--- config.mk ---
export PLATFORM = sky130hd
export DESIGN_NAME = haar_stage_sequencer
export DESIGN_NICKNAME = d
export VERILOG_FILES = /design/src/rtl/haar_stage_sequencer_pkg.sv /design/src/rtl/haar_stage_accumulator.sv /design/src/rtl/haar_stage_sequencer.sv
export SDC_FILE = /design/constraint.sdc
export NUM_CORES = 1
export LEC_CHECK = 0
export ABC_AREA = 1
export BUFFER_PORTS_ARGS = -buffer_cell sky130_fd_sc_hd__buf_2
export CAP_MARGIN = 20
export CORE_MARGIN = 1
export CORE_UTILIZATION = 54
export CTS_BUF_LIST = sky130_fd_sc_hd__clkbuf_16
export CTS_CLUSTER_DIAMETER = 50
export DETAILED_ROUTE_END_ITERATION = 7
export PLACE_DENSITY = 0.74
export SETUP_SLACK_MARGIN = 0.02
export SLEW_MARGIN = 5
export SYNTH_ARGS = -nofsm -noshare
export SYNTH_HDL_FRONTEND = slang
export SYNTH_HIERARCHICAL = 1
export SYNTH_SLANG_ARGS = --single-unit
--- constraint.sdc ---
create_clock -name clk -period 7.5 [get_ports clk]
set_clock_uncertainty 0.05 [all_clocks]
set_input_delay 2.25 -clock clk [delete_from_list [all_inputs] [get_ports clk]]
set_output_delay 2.25 -clock clk [all_outputs]
set_load 0.01 [all_outputs]
--- src/rtl/haar_stage_sequencer_pkg.sv ---
// Shared definitions for the Haar cascade stage sequencer: FSM state
// encoding, layout of a stage record in the stage memory, default depth.
package haar_stage_sequencer_pkg;

  typedef enum logic [3:0] {
    ST_IDLE   = 4'd0,
    ST_RD_CNT = 4'd1,
    ST_WT_CNT = 4'd2,
    ST_RD_THR = 4'd3,
    ST_WT_THR = 4'd4,
    ST_REQ    = 4'd5,
    ST_WAIT   = 4'd6,
    ST_CMP    = 4'd7,
    ST_FIN    = 4'd8
  } state_e;

  // Each stage occupies two consecutive words: classifier count, then threshold.
  localparam int COUNT_OFS      = 0;
  localparam int THR_OFS        = 1;
  localparam int SIZE_STAGE_DEF = 10;

endpackage

--- src/rtl/haar_stage_accumulator.sv ---
// Signed saturating accumulator for classifier results, with a clear and a
// signed ">= threshold" compare against a sign-extended 16-bit threshold.
module haar_stage_accumulator #(
  parameter int ACC_WIDTH  = 24,
  parameter int DATA_WIDTH = 16
) (
  input  logic                  clk,
  input  logic                  reset,
  input  logic                  clear_i,
  input  logic                  add_i,
  input  logic [DATA_WIDTH-1:0] value_i,
  input  logic [DATA_WIDTH-1:0] thr_i,
  output logic                  pass_o
);

  localparam logic [ACC_WIDTH-1:0] ACC_MAX = {1'b0, {(ACC_WIDTH-1){1'b1}}};
  localparam logic [ACC_WIDTH-1:0] ACC_MIN = {1'b1, {(ACC_WIDTH-1){1'b0}}};

  logic [ACC_WIDTH-1:0] acc_q, acc_d;
  logic [ACC_WIDTH:0]   sum_wide;
  logic [ACC_WIDTH-1:0] thr_ext;

  // Next accumulator value: clear wins, otherwise add with clamping on overflow.
  always_comb begin
    sum_wide = {acc_q[ACC_WIDTH-1], acc_q}
             + {{(ACC_WIDTH+1-DATA_WIDTH){value_i[DATA_WIDTH-1]}}, value_i};
    acc_d = acc_q;
    if (clear_i) begin
      acc_d = '0;
    end else if (add_i) begin
      if (sum_wide[ACC_WIDTH] != sum_wide[ACC_WIDTH-1]) begin
        acc_d = sum_wide[ACC_WIDTH] ? ACC_MIN : ACC_MAX;
      end else begin
        acc_d = sum_wide[ACC_WIDTH-1:0];
      end
    end
  end

  assign thr_ext = {{(ACC_WIDTH-DATA_WIDTH){thr_i[DATA_WIDTH-1]}}, thr_i};
  assign pass_o  = $signed(acc_q) >= $signed(thr_ext);

  // Accumulator register.
  always_ff @(posedge clk or negedge reset) begin
    if (!reset) acc_q <= '0;
    else        acc_q <= acc_d;
  end

endmodule

--- src/rtl/haar_stage_sequencer.sv ---
// Walks the stage database for one candidate window: reads count and
// threshold per stage, issues classifier requests, accumulates the results
// and rejects at the first failing stage or reports a face after the last.
//
// Handshakes: the stage memory returns i_stage_data exactly one cycle after
// a single-cycle o_stage_ren pulse (address stable during that pulse).
// o_clf_req/o_clf_index stay asserted until a cycle with i_clf_valid high;
// that cycle consumes i_clf_value, and o_clf_req is then low for at least
// one cycle before the next request. i_clf_valid without o_clf_req is ignored.
module haar_stage_sequencer
  import haar_stage_sequencer_pkg::*;
#(
  parameter int ADDR_WIDTH    = 10,
  parameter int DATA_WIDTH_16 = 16,
  parameter int SIZE_STAGE    = SIZE_STAGE_DEF,
  parameter int ACC_WIDTH     = 24,
  parameter int CLF_IDX_WIDTH = 12
) (
  input  logic                     clk,
  input  logic                     reset,
  input  logic                     i_start,
  input  logic                     i_abort,
  output logic                     o_busy,
  output logic                     o_done,
  output logic                     o_face,
  output logic [7:0]               o_fail_stage,
  output logic                     o_stage_ren,
  output logic [ADDR_WIDTH-1:0]    o_stage_addr,
  input  logic [DATA_WIDTH_16-1:0] i_stage_data,
  output logic                     o_clf_req,
  output logic [CLF_IDX_WIDTH-1:0] o_clf_index,
  input  logic                     i_clf_valid,
  input  logic [DATA_WIDTH_16-1:0] i_clf_value,
  output logic [3:0]               o_dbg_state
);

  state_e                   state_q;
  logic [7:0]               stage_q;
  logic [DATA_WIDTH_16-1:0] remaining_q;
  logic [DATA_WIDTH_16-1:0] thr_q;
  logic [CLF_IDX_WIDTH-1:0] clf_idx_q;
  logic                     busy_q, done_q, face_q, ren_q, req_q;
  logic [7:0]               fail_stage_q;
  logic [ADDR_WIDTH-1:0]    addr_q;

  logic abort, last_stage, acc_clear, acc_add, acc_pass;

  function automatic logic [ADDR_WIDTH-1:0] stage_addr(input logic [7:0] s, input int ofs);
    return ADDR_WIDTH'({s, 1'b0}) + ADDR_WIDTH'(ofs);
  endfunction

  assign abort      = i_abort && (state_q != ST_IDLE);
  assign last_stage = (stage_q == 8'(SIZE_STAGE - 1));
  assign acc_add    = (state_q == ST_WAIT) && i_clf_valid && !i_abort;
  assign acc_clear  = ((state_q == ST_IDLE) && i_start)
                    || ((state_q == ST_CMP) && acc_pass && !last_stage && !i_abort);

  haar_stage_accumulator #(
    .ACC_WIDTH  (ACC_WIDTH),
    .DATA_WIDTH (DATA_WIDTH_16)
  ) u_acc (
    .clk     (clk),
    .reset   (reset),
    .clear_i (acc_clear),
    .add_i   (acc_add),
    .value_i (i_clf_value),
    .thr_i   (thr_q),
    .pass_o  (acc_pass)
  );

  // Stage walk FSM; every output is registered and set on entry to its state.
  always_ff @(posedge clk or negedge reset) begin
    if (!reset) begin
      state_q      <= ST_IDLE;
      stage_q      <= '0;
      remaining_q  <= '0;
      thr_q        <= '0;
      clf_idx_q    <= '0;
      busy_q       <= 1'b0;
      done_q       <= 1'b0;
      face_q       <= 1'b0;
      fail_stage_q <= '0;
      ren_q        <= 1'b0;
      addr_q       <= '0;
      req_q        <= 1'b0;
    end else begin
      done_q <= 1'b0;
      if (abort) begin
        state_q <= ST_IDLE;
        busy_q  <= 1'b0;
        req_q   <= 1'b0;
        ren_q   <= 1'b0;
      end else begin
        case (state_q)
          ST_IDLE: begin
            if (i_start) begin
              state_q      <= ST_RD_CNT;
              busy_q       <= 1'b1;
              stage_q      <= '0;
              clf_idx_q    <= '0;
              face_q       <= 1'b0;
              fail_stage_q <= '0;
              ren_q        <= 1'b1;
              addr_q       <= stage_addr(8'd0, COUNT_OFS);
            end
          end
          ST_RD_CNT: begin
            ren_q   <= 1'b0;
            state_q <= ST_WT_CNT;
          end
          ST_WT_CNT: begin
            remaining_q <= i_stage_data;
            ren_q       <= 1'b1;
            addr_q      <= stage_addr(stage_q, THR_OFS);
            state_q     <= ST_RD_THR;
          end
          ST_RD_THR: begin
            ren_q   <= 1'b0;
            state_q <= ST_WT_THR;
          end
          ST_WT_THR: begin
            thr_q   <= i_stage_data;
            state_q <= (remaining_q != '0) ? ST_REQ : ST_CMP;
          end
          ST_REQ: begin
            // Entered with o_clf_req low, which gives the gap between requests.
            req_q   <= 1'b1;
            state_q <= ST_WAIT;
          end
          ST_WAIT: begin
            if (i_clf_valid) begin
              req_q       <= 1'b0;
              clf_idx_q   <= clf_idx_q + 1'b1;
              remaining_q <= remaining_q - 1'b1;
              state_q     <= (remaining_q == DATA_WIDTH_16'(1)) ? ST_CMP : ST_REQ;
            end
          end
          ST_CMP: begin
            if (acc_pass) begin
              if (last_stage) begin
                face_q       <= 1'b1;
                fail_stage_q <= 8'(SIZE_STAGE);
                state_q      <= ST_FIN;
              end else begin
                stage_q <= stage_q + 8'd1;
                ren_q   <= 1'b1;
                addr_q  <= stage_addr(stage_q + 8'd1, COUNT_OFS);
                state_q <= ST_RD_CNT;
              end
            end else begin
              face_q       <= 1'b0;
              fail_stage_q <= stage_q;
              state_q      <= ST_FIN;
            end
          end
          ST_FIN: begin
            done_q  <= 1'b1;
            busy_q  <= 1'b0;
            state_q <= ST_IDLE;
          end
          default: state_q <= ST_IDLE;
        endcase
      end
    end
  end

  assign o_busy       = busy_q;
  assign o_done       = done_q;
  assign o_face       = face_q;
  assign o_fail_stage = fail_stage_q;
  assign o_stage_ren  = ren_q;
  assign o_stage_addr = addr_q;
  assign o_clf_req    = req_q;
  assign o_clf_index  = clf_idx_q;
  assign o_dbg_state  = state_q;

endmodule

==> run summary, run 1 <==
Ant diodes -> 0
Worst Path Arrival -> 4430 ps
Final nets -> 1297
Critical path class -> primary input to register
Cell Area, Synth -> 7810 sq um
Starting DRT DRC Count -> 603
Hold WC Path Type -> register to register
TritonCTS clock tree -> done
Hold Slack -> 419 ps
Die area -> 15000 sq um
RSZ-0062 raised after global routing -> no
RR Startpoint -> thr_q[15]
Kind of cell adding the most delay to the critical path -> simple AND/OR/NAND/NOR gates
Die X -> 122 um
Worst-Margin Slew -> 771 ps
Detailed Place HPWL -> 14500 um
Dominant cell by count in the synthesized netlist -> nand2_1
GRT met3 Usage -> 3.35%
Dpl cells -> 1373
Ys Warns -> 6
Critical R2R Capture -> u_acc/acc_q[0]
Vias in the first global route -> 6775
Via Count -> 7387
Maximum fanout along the worst path -> 23
Total grt overflow -> 0
Crit path cell chain -> buf_2 -> ha_1 -> fa_1 -> nand2_1 -> nand2_1 -> nand3_1 -> nand2_2 -> nand2_1 -> nand3_2 -> nand2_1 -> nand2_2 -> a21oi_4 -> nand2_1 -> nand2_1
Placed inst area -> 8240 sq um
Tot GR Track Use -> 26.6%
Initial core utilization -> 55.8%
Rel. slew slack -> 48.5%
Cts hold-fix bufs -> 0
Power Dens Cells -> 367 nW/um^2
Most Crowded Layer GR -> met2
Required time of the critical path -> 7730 ps
Max frequency -> 238 MHz
Top area cells in the synthesized netlist -> dfrtp_1 33%, nand2_1 19%, ha_1 8.6%
Clock Pin Slew Worst Setup and Hold Paths -> 70 ps
Hold path start -> o_fail_stage[0]
Via/cell ratio -> 5.31
Share of the synthesized area in the top cell type -> 32.7%
Routed wire per std cell -> 13.6 um
Hold Path Depth -> 2
GR met1 Demand/Resource -> 36.6%
Design area -> 8550 sq um
Final setup TNS -> 0 ps
Max IR drop VDD -> 0.179 mV
Multi-input logic area -> 4580 sq um
Most instantiated cells after synthesis -> 403 x nand2_1, 124 x inv_1, 108 x nor2_1
Final worst-path cycle share -> 56.0%
Setup Viol. Count Final -> 0
Synthesis-to-finish area growth -> 9.50%
H-tree Lvls -> 3
CP max stage cell -> a21oi_4
Initial antenna violation count -> 0
Drt first pass iters -> 5
Total Wirelength -> 18900 um
Die Ht -> 122 um
Synth Register Bits -> 102
Hold worst-path end -> o_fail_stage[0]
Post-CTS Setup Bufs -> 0
Post-synth EDFFs -> 0
Asr flop ratio synth -> 100%
Worst R2R Path Depth -> 20
Tmin final -> 4200 ps
Finished Layout Cells -> 1390
Status -> completed
Main synth FF type -> dfrtp_1
TritonCTS buffer count -> 9
Share of layout cells above drive strength 1 -> 12.6%
Core Region -> 14000 sq um
Port buffer count -> 74
Post-cts sizing count -> 0
I/O pin count -> 76
Fillers -> 1333
Critical path's largest stage delay -> 470 ps
Register area -> 2550 sq um
Clock sinks -> 102
First-pass GRT wire length -> 31500 um
CP bufs+invs -> 1
Critical Path Most Common Cell -> nand2_1
Syn_area_per_cell -> 6.85 sq um
Part of the Yosys area used for sequential elements -> 32.7%
Routed Antenna Nets -> 0
Largest net degree at the start of global routing -> 83
R2R Setup Slk -> 3730 ps
Worst-Skew Late Latency -> 340 ps
Post-Syn Nets -> 1233
Leak pwr -> 4.66 nW
Post-Synthesis Cells -> 1141
Post-layout util -> 61.1%
Max-Cap Viols -> 0
CTS Buffer Depth -> 2
Worst setup EP type -> register
GRT met2 Usage -> 43.9%
Area leader, netlist -> dfrtp_1
CTS root buf -> clkbuf_16
DRC Markers -> 0
CP Launch Type -> primary input
Placement Rows -> 43
Synth cell types -> 42
Final hold viol count -> 0
Final Max Tran Viols -> 0
Gpl congestion -> 0.870
[worst min-delay path, delay by kind of cell (launching register included)]
| family | cells | cell delay, ps |
|---|---|---|
| and+or+nand+nor | 2 | 90 |
| DFF | 1 | 340 |
[metal layers]
| layer | vias to the layer above | share of wire, % |
|---|---|---|
| met5 | - | 0 |
| met4 | 0 | 1.5 |
| met3 | 22 | 4.5 |
| met2 | 200 | 46 |
| met1 | 3378 | 48 |
| li1 | 3787 | - |
[registers in the layout, indices dropped and copies added, names as in the netlist]
name          cells
thr_q            16
remaining_q      16
o_fail_stage      8
o_done            1
stage_q           8
o_stage_addr      9
o_clf_req         1
o_clf_index      12
o_face            1
o_busy            1
o_stage_ren       1
u_acc/acc_q      24
o_dbg_state       4
[power breakdown]
part	internal (mW)	switching (mW)	total, mW
logic	0.632	1.16	1.79
registers	0.715	0.165	0.880
clock network	0.260	0.211	0.472
total	1.61	1.53	3.14
[final cells by class]
type	count	share of cell area, %
Multi-Input combinational cell	886	53.6
Sequential cell	102	29.8
Inverter	128	5.62
Timing Repair Buffer	78	4.86
Clock buffer	9	2.63
Tap cell	180	2.63
Clock inverter	7	0.848
[layout by cell type (no fill, tap or decap), drive strengths merged]
| cell type | netlist | final |
|---|---|---|
| o22ai | 4 | 4 |
| inv | 128 | 130 |
| nor4 | 2 | 2 |
| bufinv | 0 | 1 |
| buf | 23 | 78 |
| dfrtp | 102 | 102 |
| a21o | 1 | 1 |
| conb | 1 | 1 |
| clkbuf | 2 | 9 |
| o211ai | 3 | 3 |
| nor3b | 1 | 1 |
| fa | 1 | 1 |
| mux2 | 9 | 9 |
| a21oi | 45 | 45 |
| ha | 54 | 54 |
| xor2 | 11 | 11 |
| clkinvlp | 0 | 1 |
| and2 | 4 | 4 |
| o31ai | 1 | 1 |
| nor2 | 116 | 116 |
| a31oi | 1 | 1 |
| o21ai | 50 | 50 |
| a211oi | 1 | 1 |
| or2 | 2 | 2 |
| nor3 | 4 | 4 |
| clkinv | 0 | 3 |
| nand2 | 427 | 427 |
| xnor2 | 9 | 9 |
| nand3b | 5 | 5 |
| nand4 | 22 | 22 |
| o21bai | 12 | 12 |
| nand3 | 100 | 100 |
[through the flow]
stage,power [mW],setup slack [ps]
global placement,2.61,3000
floorplan,2.28,3420
finish,3.14,3300
detailed placement,2.64,2940
global route,3.45,3080
CTS,3.13,3300
[worst max-delay path by stage]
stage | startpoint | endpoint | depth (start not counted)
after floorplan | i_clf_value[0] | u_acc/acc_q[12] | 15
after global placement | i_clf_value[0] | u_acc/acc_q[4] | 14
after detailed placement | i_clf_value[0] | u_acc/acc_q[0] | 14
after CTS | i_clf_value[0] | u_acc/acc_q[0] | 14
after global routing | i_clf_value[0] | u_acc/acc_q[0] | 14
final | i_clf_value[0] | u_acc/acc_q[0] | 14
[cell families after synthesis]
logic type               synth area share [%]
other                                  0.0480
buffers and inverters                    8.70
multiplexers                             1.30
XOR/XNOR                                 2.24
flip-flops                               32.7
AO/OA/AOI/OAI                            8.60
adder cells (fa/ha/maj)                  8.91
AND/OR/NAND/NOR                          37.5
No activity file was read; power rests on OpenSTA's default activity.
==> run 2, diff against run 1 <==
- ABC_AREA: 1 -> 0
- clock period: 7.5 -> 4.2 ns (I/O delays scaled with it)
==> run 2 against run 1 <==
Worst setup slack got worse by 3000 ps; register-to-register slack worse by 3400 ps; critical path depth is 2 higher; synthesized cell count down 30%; die area is 7.7% lower; global-route usage fell by 0.44 points; clock power increased by 87%; sequential cell count is the same; critical path type is now register to register.
==> run summary, run 2 <==
Total grt overflow -> 0 (unchanged)
Tot GR Track Use -> 26.1% (-0.44 points)
Routed wire per std cell -> 17.6 um (+29%)
Final hold viol count -> 0 (unchanged)
Clock sinks -> 102 (unchanged)
Largest net degree at the start of global routing -> 78 (-6.0%)
Syn_area_per_cell -> 9.06 sq um (+32%)
Worst-Skew Late Latency -> 350 ps (about the same)
Die area -> 13800 sq um (-7.7%)
Via Count -> 6353 (-14%)
Critical path class -> register to register
DRC Markers -> 0 (unchanged)
Ys Warns -> 6 (unchanged)
H-tree Lvls -> 3 (unchanged)
Core Region -> 12800 sq um (-8.3%)
Most instantiated cells after synthesis -> 102 x dfrtp_1, 67 x nand2_1, 62 x nor2_1
Max IR drop VDD -> 0.317 mV (+77%)
Design area -> 7980 sq um (-6.7%)
Synth Register Bits -> 102 (unchanged)
Biggest regs -> u_acc/acc_q x24, remaining_q x16, thr_q x16
Rel. slew slack -> 35.2% (-13 points)
Multi-input logic area -> 4280 sq um (-6.5%)
Final Max Tran Viols -> 0 (unchanged)
TritonCTS buffer count -> 9 (unchanged)
Placement Rows -> 41 (-4.7%)
Final worst-path cycle share -> 92.3%
Total Wirelength -> 18000 um (-4.8%)
CTS Buffer Depth -> 2 (unchanged)
CP Launch Type -> register
Cell Area, Synth -> 7200 sq um (-7.8%)
Max-Cap Viols -> 0 (unchanged)
Setup Viol. Count Final -> 0 (unchanged)
Initial antenna violation count -> 1 (+1)
Commonest cells after routing, fill and taps aside -> 102 x dfrtp_1, 73 x buf_2, 67 x nand2_1
Die X -> 117 um (-3.9%)
Die Ht -> 117 um (-3.9%)
Power Dens Cells -> 443 nW/um^2 (+21%)
Sw Ratio -> 37.3% (-12 points)
CTS root buf -> clkbuf_16
Dominant cell by count in the synthesized netlist -> dfrtp_1
Status -> completed
Placed inst area -> 7650 sq um (-7.1%)
Post-Syn Nets -> 887 (-28%)
Required time of the critical path -> 4370 ps (-3360 ps)
Synth cell types -> 87 (+110%)
Detailed Place HPWL -> 13300 um (-8.8%)
Share of layout cells above drive strength 1 -> 18.6% (+6.1 points)
Maximum fanout along the worst path -> 20 (-13%)
Int Pwr -> 2.22 mW (+38%)
Fillers -> 1118 (-16%)
Ant diodes -> 0 (unchanged)
Drt first pass iters -> 5 (unchanged)
Critical Path Most Common Cell -> inv_1
Worst Path Arrival -> 4040 ps (-390 ps)
Biggest register -> u_acc/acc_q
Via/cell ratio -> 6.19 (+17%)
Clock Pin Slew Worst Setup and Hold Paths -> 70 ps (about the same)
Main synth FF type -> dfrtp_1
Commonest non-fill, non-tap cell in the layout -> dfrtp_1
CP max stage cell -> ha_1
Clock power share -> 24.9% (+9.9 points)
I/O pin count -> 76 (unchanged)
Top area cells in the synthesized netlist -> dfrtp_1 35%, ha_1 9.4%, a21oi_1 3.8%
RSZ-0062 raised after global routing -> no
Leak pwr -> 3.82 nW (-18%)
Worst-Margin Slew -> 972 ps (+201 ps)
Max reg flops -> 24 (unchanged)
Gpl congestion -> 0.902 (+3.7%)
Reg power frac -> 40.3% (+12 points)
First-pass GRT wire length -> 29600 um (-5.9%)
Asr flop ratio synth -> 100% (unchanged)
Routed Antenna Nets -> 0 (unchanged)
Max frequency -> 258 MHz
Port buffer count -> 74 (unchanged)
Worst setup EP type -> register
Critical path's largest stage delay -> 400 ps (-70 ps)
Setup ws final -> 325 ps (-2980 ps)
Worst R2R Path Depth -> 16 (-20%)
Sw Pwr -> 1.32 mW (-14%)
Hold Slack -> 440 ps (+20.9 ps)
TritonCTS clock tree -> done
Post-Synthesis Cells -> 795 (-30%)
Final nets -> 942 (-27%)
Initial core utilization -> 56.2% (+0.33 points)
Tmin final -> 3880 ps
Placement Setup Slack -> -130 ps (-3070 ps)
Hold WC Path Type -> register to register
Synthesis-to-finish area growth -> 10.8%
Crit path cell chain -> inv_1 -> ha_1 -> nand4_1 -> or3_1 -> nor4_1 -> inv_1 -> o221a_2 -> mux2i_1 -> nand2b_1 -> a211oi_4 -> nor2_2 -> inv_2 -> nor2b_1 -> o21ai_1 -> buf_4 -> o21ai_0
R2R Setup Slk -> 320 ps (-3410 ps)
Register area -> 2550 sq um (unchanged)
Share of the synthesized area in the top cell type -> 35.4% (+2.8 points)
Post-synth EDFFs -> 0 (unchanged)
Starting DRT DRC Count -> 459 (-24%)
Hold Path Depth -> 1 (-1)
Vias in the first global route -> 6203 (-8.4%)
Area leader, netlist -> dfrtp_1
Part of the Yosys area used for sequential elements -> 35.4% (+2.8 points)
Combinational fraction of design power -> 34.7% (-22 points)
-- run 2: cell count changes in the layout (fill, tap and decap cells not counted), moves of 15 or more --
cell / change
inv_1: -83
nand3_1: -75
a31oi_1: +15
nand2_1: -336
nor2_1: -46
nand2_2: -21
a21o_1: +16
-- run 2: layer usage --
layer	routed length (um)	track usage, %
met1	8010	34.9
met2	8770	43.8
met3	874	4.07
met4	371	7.85
met5	10	0
-- run 2: cells by family after synthesis --
logic type                 Yosys count  share of synthesized area (%)
other                                1                         0.0521
buffers and inverters               84                           5.25
muxes                               35                           5.26
and+or+nand+nor                    254                           18.4
AOI/OAI and AO/OA                  243                           23.4
DFF                                102                           35.4
adders and majority gates           55                           9.66
xor gates and xnor gates            21                           2.55
-- run 2: through the flow --
stage          std cells  power, mW  TNS [ps]  util [%]
2_1_floorplan        795       2.28         0         -
3_3_place_gp        1010       2.56         0      59.6
3_5_place_dp        1010       2.64     -1410      59.6
4_1_cts             1025       3.54         0      62.1
5_1_grt             1026       3.76         0      62.2
6_report            1026       3.54         0      62.2
-- run 2: critical path: cells and delay by family (launching register included) --
| kind | cells | cell delay, ps |
|---|---|---|
| DFF | 1 | 340 |
| muxes | 1 | 350 |
| buffers and inverters | 4 | 710 |
| and+or+nand+nor | 6 | 1200 |
| adders and majority gates | 1 | 400 |
| AOI/OAI and AO/OA | 4 | 690 |
-- run 2: power groups by stage --
stage          sequential (mW)  combinational, mW  clock (mW)
2_1_floorplan             1.37              0.911           0
3_3_place_gp              1.41               1.15           0
3_5_place_dp              1.43               1.20           0
4_1_cts                   1.42               1.22       0.902
5_1_grt                   1.45               1.36       0.939
6_report                  1.43               1.23       0.882
-- run 2: repair_timing --
item | 4_1_cts | 5_1_grt
hold buffers | 0 | 0
hold endpoints to repair | 0 | 0
endpoints found under the setup margin | 20 | 20
resized for setup | 2 | 2
pin swaps | 0 | 1
setup buffers | 0 | 1
-- run 2: final cells by class --
type | count | area share (%)
Timing Repair Buffer | 85 | 5.71
Clock buffer | 9 | 2.82
Sequential cell | 102 | 32.0
Multi-Input combinational cell | 609 | 53.7
Clock inverter | 6 | 1.08
Tap cell | 172 | 2.70
Inverter | 43 | 2.02
-- run 2: path summary, 6_finish.rpt --
kind,start,end
min in group asynchronous,reset,o_clf_index[4]
min,o_stage_addr[0],o_stage_addr[0]
max reg2reg,thr_q[15],u_acc/acc_q[4]
min reg2reg,o_stage_addr[0],o_stage_addr[0]
max,thr_q[15],u_acc/acc_q[4]
max in group asynchronous,reset,thr_q[0]
